$ cat src/rtl/logic_unit_arbiter.sv
// Round-robin shared bitwise logic unit (AND/OR/XOR/ANDN) for NREQ requesters, result tagged with winner id.
// Latency 1 cycle, 1 op/cycle; res_ready low holds the result and drops every req_ready.
module logic_unit_arbiter #(
    parameter int WIDTH = 4,
    parameter int NREQ  = 4,
    localparam int ID_W = $clog2(NREQ)
) (
    input  logic                  clk,
    input  logic                  rst_n,
    input  logic [NREQ-1:0]       req_valid,
    output logic [NREQ-1:0]       req_ready,
    input  logic [NREQ*WIDTH-1:0] req_a,
    input  logic [NREQ*WIDTH-1:0] req_b,
    input  logic [NREQ*2-1:0]     req_op,
    output logic                  res_valid,
    input  logic                  res_ready,
    output logic [WIDTH-1:0]      res_data,
    output logic [ID_W-1:0]       res_id
);

    logic [ID_W-1:0]  ptr;
    logic [ID_W-1:0]  win;
    logic [ID_W-1:0]  ptr_next;
    logic             found;
    logic             can_accept;
    logic             accept;
    logic [WIDTH-1:0] a_w;
    logic [WIDTH-1:0] b_w;
    logic [1:0]       op_w;
    logic [WIDTH-1:0] op_res;
    int               idx;

    assign can_accept = !res_valid || res_ready;

    // First valid requester at or after the pointer, wrapping modulo NREQ.
    always_comb begin
        found = 1'b0;
        win   = '0;
        idx   = 0;
        for (int k = 0; k < NREQ; k++) begin
            idx = int'(ptr) + k;
            if (idx >= NREQ) idx = idx - NREQ;
            if (!found && req_valid[idx]) begin
                found = 1'b1;
                win   = ID_W'(idx);
            end
        end
    end

    always_comb begin
        req_ready = '0;
        if (found && can_accept) req_ready[win] = 1'b1;
    end

    assign accept   = found && can_accept;
    assign ptr_next = (win == ID_W'(NREQ - 1)) ? '0 : win + 1'b1;

    assign a_w  = req_a[int'(win)*WIDTH +: WIDTH];
    assign b_w  = req_b[int'(win)*WIDTH +: WIDTH];
    assign op_w = req_op[int'(win)*2 +: 2];

    always_comb begin
        case (op_w)
            2'b00:   op_res = a_w & b_w;
            2'b01:   op_res = a_w | b_w;
            2'b10:   op_res = a_w ^ b_w;
            default: op_res = a_w & ~b_w;
        endcase
    end

    // A new accept overwrites a result leaving on the same edge, so no bubble.
    always_ff @(posedge clk or negedge rst_n) begin
        if (!rst_n) begin
            res_valid <= 1'b0;
            res_data  <= '0;
            res_id    <= '0;
            ptr       <= '0;
        end else if (accept) begin
            res_valid <= 1'b1;
            res_data  <= op_res;
            res_id    <= win;
            ptr       <= ptr_next;
        end else if (res_ready) begin
            res_valid <= 1'b0;
        end
    end

endmodule
$ cat config.mk
export PLATFORM = sky130hd
export DESIGN_NAME = logic_unit_arbiter
export DESIGN_NICKNAME = d
export VERILOG_FILES = /design/src/rtl/logic_unit_arbiter.sv
export SDC_FILE = /design/constraint.sdc
export NUM_CORES = 1
export LEC_CHECK = 0
export ABC_AREA = 1
export CAP_MARGIN = 30
export CORE_MARGIN = 5
export CORE_UTILIZATION = 52
export CTS_CLUSTER_DIAMETER = 50
export DETAILED_ROUTE_END_ITERATION = 12
export DONT_BUFFER_PORTS = 1
export GPL_TIMING_DRIVEN = 0
export PLACE_DENSITY = 0.76
export SLEW_MARGIN = 25
export SYNTH_ARGS = -nofsm -noshare
export SYNTH_HDL_FRONTEND = slang
export SYNTH_SLANG_ARGS = --single-unit
$ cat constraint.sdc
create_clock -name clk -period 2.6 [get_ports clk]
set_input_delay 0.52 -clock clk [delete_from_list [all_inputs] [get_ports clk]]
set_output_delay 0.52 -clock clk [all_outputs]
set_load 0.02 [all_outputs]
### Word level (Yosys, flattened, before mapping)

Index checks and enable logic that the tools add are counted.

| storage, ports and cells | value |
|---|---|
| bits of input ports | 47 |
| register bits | 9 |
| logic and storage cells | 76 |

| operators by class | value |
|---|---|
| bitwise gates (word level) | 5 |
| reductions and logical operators | 12 |
| shift operators | 3 |
| multiplexer cells | 31 |
| eq/ne operators | 3 |
| $add $sub $neg | 8 |
| order comparisons | 10 |

Operators with widths:

| operator | number |
|---|---|
| $lt 32x4->1 const B | 4 |
| $mux 32 | 4 |
| $shiftx 16x5->4 | 2 |
| $mux 1 | 15 |
| $pmux 4 s3 | 1 |
| $sub 3x3->4 const B | 3 |
| $mux 2 | 5 |
| $ge 3x3->1 const B | 3 |
| $and 4x4->4 | 2 |
| $bmux 1 s2 | 4 |
| $shiftx 8x4->2 | 1 |
| $add 2x2->3 const B | 2 |
| $logic_and 1x1->1 | 5 |
| $eq 2x2->1 const B | 2 |
| $logic_not 1->1 | 4 |
| $mux 4 | 1 |
| $not 4->4 | 1 |
| $or 4x4->4 | 1 |
| $sub 2x3->4 const B | 1 |
| $xor 4x4->4 | 1 |
| $add 2x1->3 const B | 1 |
| $ge 2x3->1 const B | 1 |
| $lt 2x3->1 const B | 1 |
| $add 2x1->2 const B | 1 |
| 6 further kinds | 6 |

### Depth between registers and ports, before layout

| depth | value |
|---|---|
| depth after elaboration | 20 |
| depth in mapped cells | 23 |

### Least setup slack after synthesis

Ideal clock, no wire load.

| timing | value |
|---|---|
| kind | input port to flip-flop |
| from | in req_valid[3] |
| to | reg res_data[0] |
| required time | 2.480 ns |
| data arrival time | 2.394 ns |
| stages on the path | 20 |
| setup slack | 0.086 ns |
| library setup time | 0.120 ns |
| path through | inv_1 -> nand2_1 -> nand3_1 -> nand2_2 -> inv_1 -> nand2_2 -> nand2_4 -> nand3_4 -> inv_4 -> buf_8 -> nand2_1 -> nand2_1 -> inv_1 -> a32oi_2 -> inv_1 -> ha_1 -> inv_1 -> a21oi_1 -> nor2_1 -> a21oi_2 |

| on the way | value |
|---|---|
| cells in the longest elaborated chain, start to end | 17 |
| elaborated cells between the ends (all ways) | 39 |

RTL lines:

| item | RTL line | RTL |
|---|---|---|
| from (decl) | 10 | `input logic [NREQ-1:0] req_valid,` |
| $bmux 1 s2 | 43 | `if (!found && req_valid[idx]) begin` |
| $mux 1 (implied by the code) (2 in series) | 43 |  |
| $mux 1 | 43 |  |
| $logic_not 1->1 | 43 |  |
| $logic_and 1x1->1 | 43 |  |
| $mux 1 | 43 |  |
| $logic_not 1->1 | 43 |  |
| $logic_and 1x1->1 | 43 |  |
| $mux 1 | 43 |  |
| $logic_not 1->1 | 43 |  |
| $logic_and 1x1->1 | 43 |  |
| $mux 2 * | 43 |  |
| net win[0] | 22 | `logic [ID_W-1:0] win;` |
| $shiftx 16x5->4 | 59 | `assign b_w = req_b[int'(win)*WIDTH +: WIDTH];` |
| $not 4->4 | 67 | `default: op_res = a_w & ~b_w;` |
| $and 4x4->4 | 67 |  |
| $pmux 4 s3 * | 63 | `case (op_w)` |
| to (signal assigned) | 80 | `res_data <= op_res;` |
| to (decl) | 17 | `output logic [WIDTH-1:0] res_data,` |

Mark *: on every way through the listed nets, which the timed path passes. The rest lies on a longest branch. The select of a mux whose other input is x is not followed.
A chain may end at the register's enable or synchronous reset.

### Worst setup path after layout

| timing | value |
|---|---|
| from | reg ptr[0] |
| to | out req_ready[0] |

| on the way | value |
|---|---|
| cells in the longest elaborated chain, start to end | 20 |
| elaborated cells between the ends (all ways) | 48 |

RTL lines:

| item | RTL line | RTL |
|---|---|---|
| from (decl) | 21 | `logic [ID_W-1:0] ptr;` |
| from (signal assigned) | 82 | `ptr <= ptr_next;` |
| parallel branches: the longest is 19 deep, another holds $sub 3x3->4 | n/a |  |
| $mux 4 * | 52 | `if (found && can_accept) req_ready[win] = 1'b1;` |
| to (decl) | 11 | `output logic [NREQ-1:0] req_ready,` |

Every way passes the cells marked *. The select of a mux whose other input is x is not followed.

==> metrics <==
final period utilization 101%; count of port buffers added during placement 0; Async SR Flop Fraction 100%; Area Growth Syn to Fin 25.3%; Top FF cell, synth dfrtp_1; EDFF count, synth 0; post-synthesis sequential area ratio 14.0%; diode count 0; final slew viol count 0; wire per inst 13.0 µm; Setup Skew 0.00656 ns; initial core utilization 53.6%; Rows 20; pin count of the biggest net entering global routing 13; TritonCTS clock tree done; Post-Synth Simple-Gate Area 54.0%; post-synthesis mux area share 0%; routed vias 1,716; arrival time worst endpoint 2.10 ns; Post-Synth XOR/XNOR Area 0%; clk_lat worst skew 0.26 ns; RSZ-0062 raised after global routing true; max_cap viols 0; Hold Fails Final Rpt 0; height of the die 65.7 µm; Req. time, crit path 2.08 ns; CP endpoint kind output pin; nets 352; fraction of final layout cells sized beyond drive strength 1 34.8%; Post-DP HPWL 3120 µm; CP peak stage delay 0.39 ns; CTS root buffer clkbuf_4; DR DRC count 0; Avg Inst Size Synth 5.92 µm²; number of detailed-route iterations in the first pass 4; critical path type reg -> out; Worst Tran Pin Value 0.417 ns; Max clock buf depth 2; # H-tree levels 1; CP Max Fanout 10; final setup vio count 4; routability cong. 0.845; vias per inst 5.26; drt total wl 4240 µm; Unique masters post-synth 24; initial antenna violation count 0; CTS clk-pin slew, worst paths 0.06 ns; clk sinks 9; post-route ant nets 0; failing checks setup timing; CP Cell Sequence buf_6 > clkinv_8 > nand2_2 > nand3_1 > nand2_2 > inv_1 > nand3_4 > buf_4 > nand2_1 > buf_4 > nor2_4; fmax 0.381 GHz; Synth Area in Compound Gates 7.15%; Top Ports 58; most frequent cells in the layout nand2_1, inv_1, nand3_1; critical path's slowest cell dfrtp_1; Die W 65.7 µm; Warnings, synthesis 0; dpl ws -0.199 ns; Num CTS Buffers 3; gr usage total 19.8%; Synth Net Count 330; flops & latches, synth 9; outcome finished, violations left; worst hold path type in -> reg; Final Core Density 67.2%; core area 3000 µm²; GRT overflow 0; DIE AREA 4310 µm²; commonest non-fill, non-tap cell in the layout nand2_1; final worst slack -0.0244 ns; Mapped Cells 272; largest family of logic cells by synthesized area simple AND/OR/NAND/NOR gates; minimum clock period 2.62 ns; first-pass GRT wire length 6910 µm; critical path launch point type flop; Max-slew headroom 72.1%; number of global-route vias before repair 1,625; Post-Syn Area 1610 µm²; adder-cell share of the synthesized area 8.55%; number of DRC markers in iteration 0 82
## critical path, delay by kind of cell (launching register included)
kind	cells	cell delay [ns]
buffers and inverters	5	0.75
DFF	1	0.39
and+or+nand+nor	6	0.70
## metrics by stage
| stage | hold slack (ns) | std cells | instance area (µm²) | TNS, ns |
|---|---|---|---|---|
| 2_1_floorplan | 0.224 | 272 | 1610 | 0 |
| 3_3_place_gp | 0.225 | 305 | 1650 | -0.824 |
| 3_5_place_dp | 0.225 | 305 | 1650 | -0.968 |
| 4_1_cts | 0.452 | 323 | 1870 | -0.0252 |
| 5_1_grt | 0.481 | 326 | 2020 | -1.20 |
| 6_report | 0.464 | 326 | 2020 | -0.0641 |
## final timing paths
path	start	to	slack (ns)	cells after the start
setup / recovery	ptr[0]	req_ready[0]	-0.02	11
hold / removal	res_ready	res_valid	0.46	3
setup reg to reg	ptr[1]	res_data[3]	0.03	17
hold reg to reg	res_id[1]	res_id[1]	0.63	2
max in group asynchronous	rst_n	res_data[3]	1.67	1
min in group asynchronous	rst_n	res_data[0]	0.63	1
## cell families (layout without fill, tap and decap cells)
family,count (synthesis),after routing
buffers and inverters,53,74
flip-flops,9,9
adder cells (fa/ha/maj),11,11
AND/OR/NAND/NOR,184,184
AO/OA/AOI/OAI,15,15
## state kept, by name (all words and copies together) (netlist names)
name	cells
res_valid	1
res_id	2
res_data	4
ptr	2
## layout make-up
class | instances | area, µm²
flip-flops and latches | 9 | 225
fillers | 267 | 985
clock buffers | 4 | 26.3
inverters | 43 | 189
well taps | 33 | 41.3
multi-input cells | 210 | 1310
repair inverters | 2 | 15.0
repair buffers | 16 | 124
plain buffers | 9 | 92.6
## routing by layer
metal	share of wire, %	track usage [%]
met5	0	0
met4	0.78	4.92
met3	7.9	4.27
met2	49	34.3
met1	42	24.8
## what timing repair did
action,CTS,global route
hold buffers,1,0
setup buffers,13,1
hold endpoints to repair,9,0
endpoints found under the setup margin,8,8
resized for setup,28,37
pin swaps,11,24
gates cloned,1,2
## Yosys cell counts (2+ instances only)
cell type | instances | area share (%)
nor2_1 | 19 | 4.4
a32oi_2 | 2 | 2.0
nand2_1 | 95 | 22
nand3_4 | 2 | 2.2
a21oi_1 | 4 | 1.2
inv_1 | 39 | 9.1
nand2_4 | 3 | 2.1
inv_2 | 2 | 0.47
nand4_1 | 13 | 5.1
buf_2 | 4 | 1.2
a21oi_2 | 4 | 2.2
buf_6 | 5 | 3.5
nand2_2 | 16 | 6.2
dfrtp_1 | 9 | 14
ha_1 | 11 | 8.5
o21ai_0 | 3 | 0.93
nand3_1 | 34 | 11
Power is left out: the tool's default activity adds up to more than one toggle a clock period on the data nets, which glitch-free logic cannot reach.
==> edit 1, RTL diff (same flow settings) <==
`NREQ`: 4 -> 2.
--- a/src/rtl/logic_unit_arbiter.sv
+++ b/src/rtl/logic_unit_arbiter.sv
@@ -2,7 +2,7 @@
 // Latency 1 cycle, 1 op/cycle; res_ready low holds the result and drops every req_ready.
 module logic_unit_arbiter #(
     parameter int WIDTH = 4,
-    parameter int NREQ  = 4,
+    parameter int NREQ  = 2,
     localparam int ID_W = $clog2(NREQ)
 ) (
     input  logic                  clk,
Ports: changed (6 resized); port bits go from 58 to 33. No check against the original RTL was run, so the function may have changed too.
==> edit 1 against the unedited design <==
Area after synthesis down 51%; setup slack better by 690 ps; design area down 58%; sequential cell count down 2; synthesized cell count down 54%; routed wire length down 63%.
Power is left out: it rests on default switching activity, and per cell area and clock period it moved more than threefold.
==> edit 1: results (changes against the unedited design) <==
- Final setup violation count: 0 (was 4)
- Crit path max-delay family: simple AND/OR/NAND/NOR gates (was buffers and inverters)
- Clock Skew: 1.90 ps (was 6.56 ps)
- Share of layout cells above drive strength 1: 13.2% (was 34.8%)
- CP Max Fanout: 8 (was 10)
- Setup Buffers After CTS: 0 (was 13)
- Vias in the first global route: 676 (was 1625)
- Diode count: 0 (unchanged)
- Total of fill cells in the finished design: 145 (was 267)
- Pin count of the biggest net entering global routing: 11 (was 13)
- Initial antenna violation count: 0 (unchanged)
- Sequential cell area fraction in the yosys report: 22.4% (was 14.0%)
- Via count: 735 (was 1716)
- Slew margin rel.: 70.8% (was 72.1%)
- Top post-synthesis cells by count: nand2_1 (33), inv_1 (20), nand3_1 (16) (was nand2_1 (95), inv_1 (39), nand3_1 (34))
- Crit path largest cell delay: 350 ps (was 390 ps)
- Synth area leaders: dfrtp_1 (22%), nand2_1 (16%), ha_1 (11%) (was nand2_1 (22%), dfrtp_1 (14%), nand3_1 (11%))
- Global Route Usage Sum: 14.5% (was 19.8%)
- Root Driver: clkbuf_4 (unchanged)
- Ys async rst share: 100% (unchanged)
- DP HPWL: 1330 um (was 3120 um)
- Max FFs per register: 4 (unchanged)
- WL final: 1570 um (was 4240 um)
- Post_cts resized: 0 (was 28)
- Synth cell types: 18 (was 24)
- Status: complete, no violations (was finished with violations)
- Reg2reg start: ptr$_DFFE_PN0P_ (was ptr[1]$_DFFE_PN0P_)
- Yosys warnings: 0 (unchanged)
- First-pass DRT Iterations: 4 (unchanged)
- Syn_nets: 156 (was 330)
- RD Place Congestion: 0.777 (was 0.845)
- First-pass GRT wire length: 2830 um (was 6910 um)
## edit 1: cell count changes after synthesis, sizes merged, moves of 7 or more
| cell | before | now |
|---|---|---|
| nand4 | 13 | 0 |
| inv | 43 | 20 |
| nor2 | 20 | 10 |
| buf | 10 | 3 |
| nand2 | 114 | 37 |
| nand3 | 37 | 16 |
## edit 1: per-stage QoR
stage	instance area [um2]	cells	hold slack [ps]	util, %	setup WS [ps]
6_report	840	145	462	57.1	663
5_1_grt	840	145	468	57.1	400
4_1_cts	840	145	455	57.1	654
3_5_place_dp	803	140	225	54.6	598
3_3_place_gp	803	140	225	54.6	618
2_1_floorplan	783	124	224	-	742
## edit 1: cells by family (layout without fill, tap and decap cells)
logic type | Yosys count | after routing | share of synthesized area (%)
and+or+nand+nor | 69 | 69 | 40.1
buffers and inverters | 24 | 29 | 12.8
AOI/OAI and AO/OA | 17 | 17 | 13.6
adders and majority gates | 7 | 7 | 11.2
DFF | 7 | 7 | 22.4
## edit 1: per-layer routing
layer  GRT usage (%)  vias to the layer above  wire (um)
met5               0                        -          0
met4            6.73                        0         32
met3            1.83                        3        117
met2            23.3                       25        701
met1            19.1                      302        715
li1                -                      405          -
## edit 1: cell type report
type	count	area, um2	area share, %
inverter	20	75.1	8.94
multi-input combinational	93	508	60.5
buffer	4	25.0	2.98
timing repair buffer	1	10.0	1.19
tap	16	20.0	2.38
sequential	7	175	20.9
clock buffer	4	26.3	3.13
## edit 1: path summary, 6_finish.rpt
kind                                      endpoint  slack [ps]  cells after the start
max reg2reg                res_data[3]$_DFFE_PN0P_         660                     10
max                        res_data[3]$_DFFE_PN0P_         660                     10
min reg2reg                        ptr$_DFFE_PN0P_         540                      2
min in group asynchronous          ptr$_DFFE_PN0P_         590                      1
min                          res_valid$_DFFE_PN0P_         460                      3
max in group asynchronous       res_id$_DFFE_PN0P_        1790                      1
## edit 1: worst min-delay path: stages
cell and delay (ps):
inv_1 20, nand2_1 80, nand2_1 50
## edit 1: timing repair
| action | in CTS | in global routing |
|---|---|---|
| hold buffers | 1 | 0 |
| endpoints found under the hold margin | 7 | 0 |
| endpoints found under the setup margin | 0 | 0 |
==> edit 2, RTL diff (config.mk and constraints unchanged) <==
Made on the original files. Reset style: synchronous (`rst_n`), changed in one clocked block.
--- a/src/rtl/logic_unit_arbiter.sv
+++ b/src/rtl/logic_unit_arbiter.sv
@@ -69,7 +69,7 @@
     end
 
     // A new accept overwrites a result leaving on the same edge, so no bubble.
-    always_ff @(posedge clk or negedge rst_n) begin
+    always_ff @(posedge clk) begin
         if (!rst_n) begin
             res_valid <= 1'b0;
             res_data  <= '0;
Function: differs if rst_n is asserted again (counterexample within 4 cycles, from zero or initial values and one cycle with rst_n low); with rst_n held inactive, the same outputs for 10 cycles.
==> edit 2 against the unedited design <==
Routed wire length rose by 9.1%; sequential cell count is the same; critical endpoint is now res_data[1]$_SDFFE_PN0P_; non-clock buffer count up 2; fmax grew 4.2%; register-to-register slack improved by 50 ps; area after synthesis grew 0.16%; global-route usage is 0.69 points lower; critical path type is now flip-flop to flip-flop; design area about the same; setup slack improved by 110 ps.
Power is not shown: default switching activity piles up to over one toggle a cycle in this logic, so the estimate is an artifact.
==> edit 2: results (changes against the unedited design) <==
- Via count: 1835 (was 1716)
- Synth area leaders: nand2_1 (22%), dfxtp_1 (11%), inv_1 (10%) (was nand2_1 (22%), dfrtp_1 (14%), nand3_1 (11%))
- Top post-synthesis cells by count: nand2_1 (93), inv_1 (45), nand3_1 (32) (was nand2_1 (95), inv_1 (39), nand3_1 (34))
- Vias in the first global route: 1601 (was 1625)
- H-tree depth: 1 (unchanged)
- TritonCTS Buffers: 3 (unchanged)
- Cells after DPL: 315 (was 305)
- RD Place Congestion: 0.931 (was 0.845)
- Routed wire per std cell: 13.9 um (was 13.0 um)
- Syn_nets: 340 (was 330)
- Slew margin rel.: 83.9% (was 72.1%)
- Post-Place Cell Area: 1650 um2 (about the same)
- Worst slack, placed: -134 ps (was -199 ps)
- Initial antenna violation count: 0 (unchanged)
- Clk buf depth: 2 (unchanged)
- Max FFs per register: 4 (unchanged)
- Clock Skew: 2.30 ps (was 6.56 ps)
- Nets: 359 (was 352)
- Diode count: 0 (unchanged)
- GR Util met3: 3.59% (was 4.27%)
- Pin count of the biggest net entering global routing: 17 (was 13)
- Global Route Usage Sum: 19.2% (was 19.8%)
- Fin cells: 333 (was 326)
- Syn_area_per_cell: 5.72 um2 (was 5.92 um2)
- Root Driver: clkbuf_4 (unchanged)
- CP Max Fanout: 5 (was 10)
- Grt met1 use: 23.9% (was 24.8%)
- CP arrival: 2720 ps (was 2100 ps)
- Clock Pin Slew Worst Setup and Hold Paths: 60 ps (about the same)
- Main synth FF type: dfxtp_1 (was dfrtp_1)
- Status: complete, no violations (was finished with violations)
- Initial DRC count: 102 (was 82)
- Clk_lat worst skew: 260 ps (about the same)
- Critical path class: flip-flop to flip-flop (was flip-flop to primary output)
- Sequential cell area fraction in the yosys report: 11.2% (was 14.0%)
- Yosys warnings: 0 (unchanged)
- DP HPWL: 3190 um (was 3120 um)
- Ys async rst share: 0% (was 100%)
- First-pass GRT wire length: 6690 um (was 6910 um)
- Met2 global-route usage: 33.8% (was 34.3%)
- Grt total ovfl: 0 (unchanged)
- Share of layout cells above drive strength 1: 32.7% (was 34.8%)
==> edit 2: final timing paths <==
| check | from | to | slack [ps] | cells after the start |
|---|---|---|---|---|
| min | rst_n | res_valid$_SDFFE_PN0P_ | 390 | 2 |
| min reg2reg | ptr[1]$_SDFFE_PN0P_ | ptr[1]$_SDFFE_PN0P_ | 580 | 2 |
| max | ptr[0]$_SDFFE_PN0P_ | res_data[1]$_SDFFE_PN0P_ | 80 | 21 |
| max reg2reg | ptr[0]$_SDFFE_PN0P_ | res_data[1]$_SDFFE_PN0P_ | 80 | 21 |
==> edit 2: final cells by class <==
class	count	area, um2
multi-input cells	211	1340
fillers	274	986
inverters	49	206
flip-flops and latches	9	188
repair buffers	15	116
plain buffers	12	104
well taps	33	41.3
clock buffers	4	26.3
==> edit 2: routing by layer <==
layer	share of wire (%)	up-vias
met2	54	58
met4	0.82	0
met5	0	-
met1	39	832
met3	6.2	4
li1	-	941
==> edit 2: what timing repair did <==
action | CTS | global route
pin swaps | 1 | 25
setup endpoints to repair | 8 | 8
setup buffers | 0 | 14
resized for setup | 11 | 63
gates cloned | 0 | 1
==> edit 2: cells by family (layout without fill, tap and decap cells) <==
group	Yosys count	after routing	share of synthesized area, %
DFF	9	9	11.2
adders and majority gates	11	11	8.53
buffers and inverters	62	80	17.8
and+or+nand+nor	176	176	52.5
AOI/OAI and AO/OA	24	24	9.93
==> edit 2: critical path, stage by stage, from the launching register on <==
cell	delay, ps
dfxtp_4	370
buf_8	140
nand2_4	70
nand2_4	70
nand2_1	60
nand2_1	70
nand2_2	80
nand2_1	70
nand2_2	100
nand3_4	90
buf_6	140
inv_6	60
nand2_4	50
nand2_4	60
inv_2	30
a32oi_2	220
inv_2	90
ha_4	320
inv_4	50
a21oi_2	120
nor2_1	70
a21oi_2	120
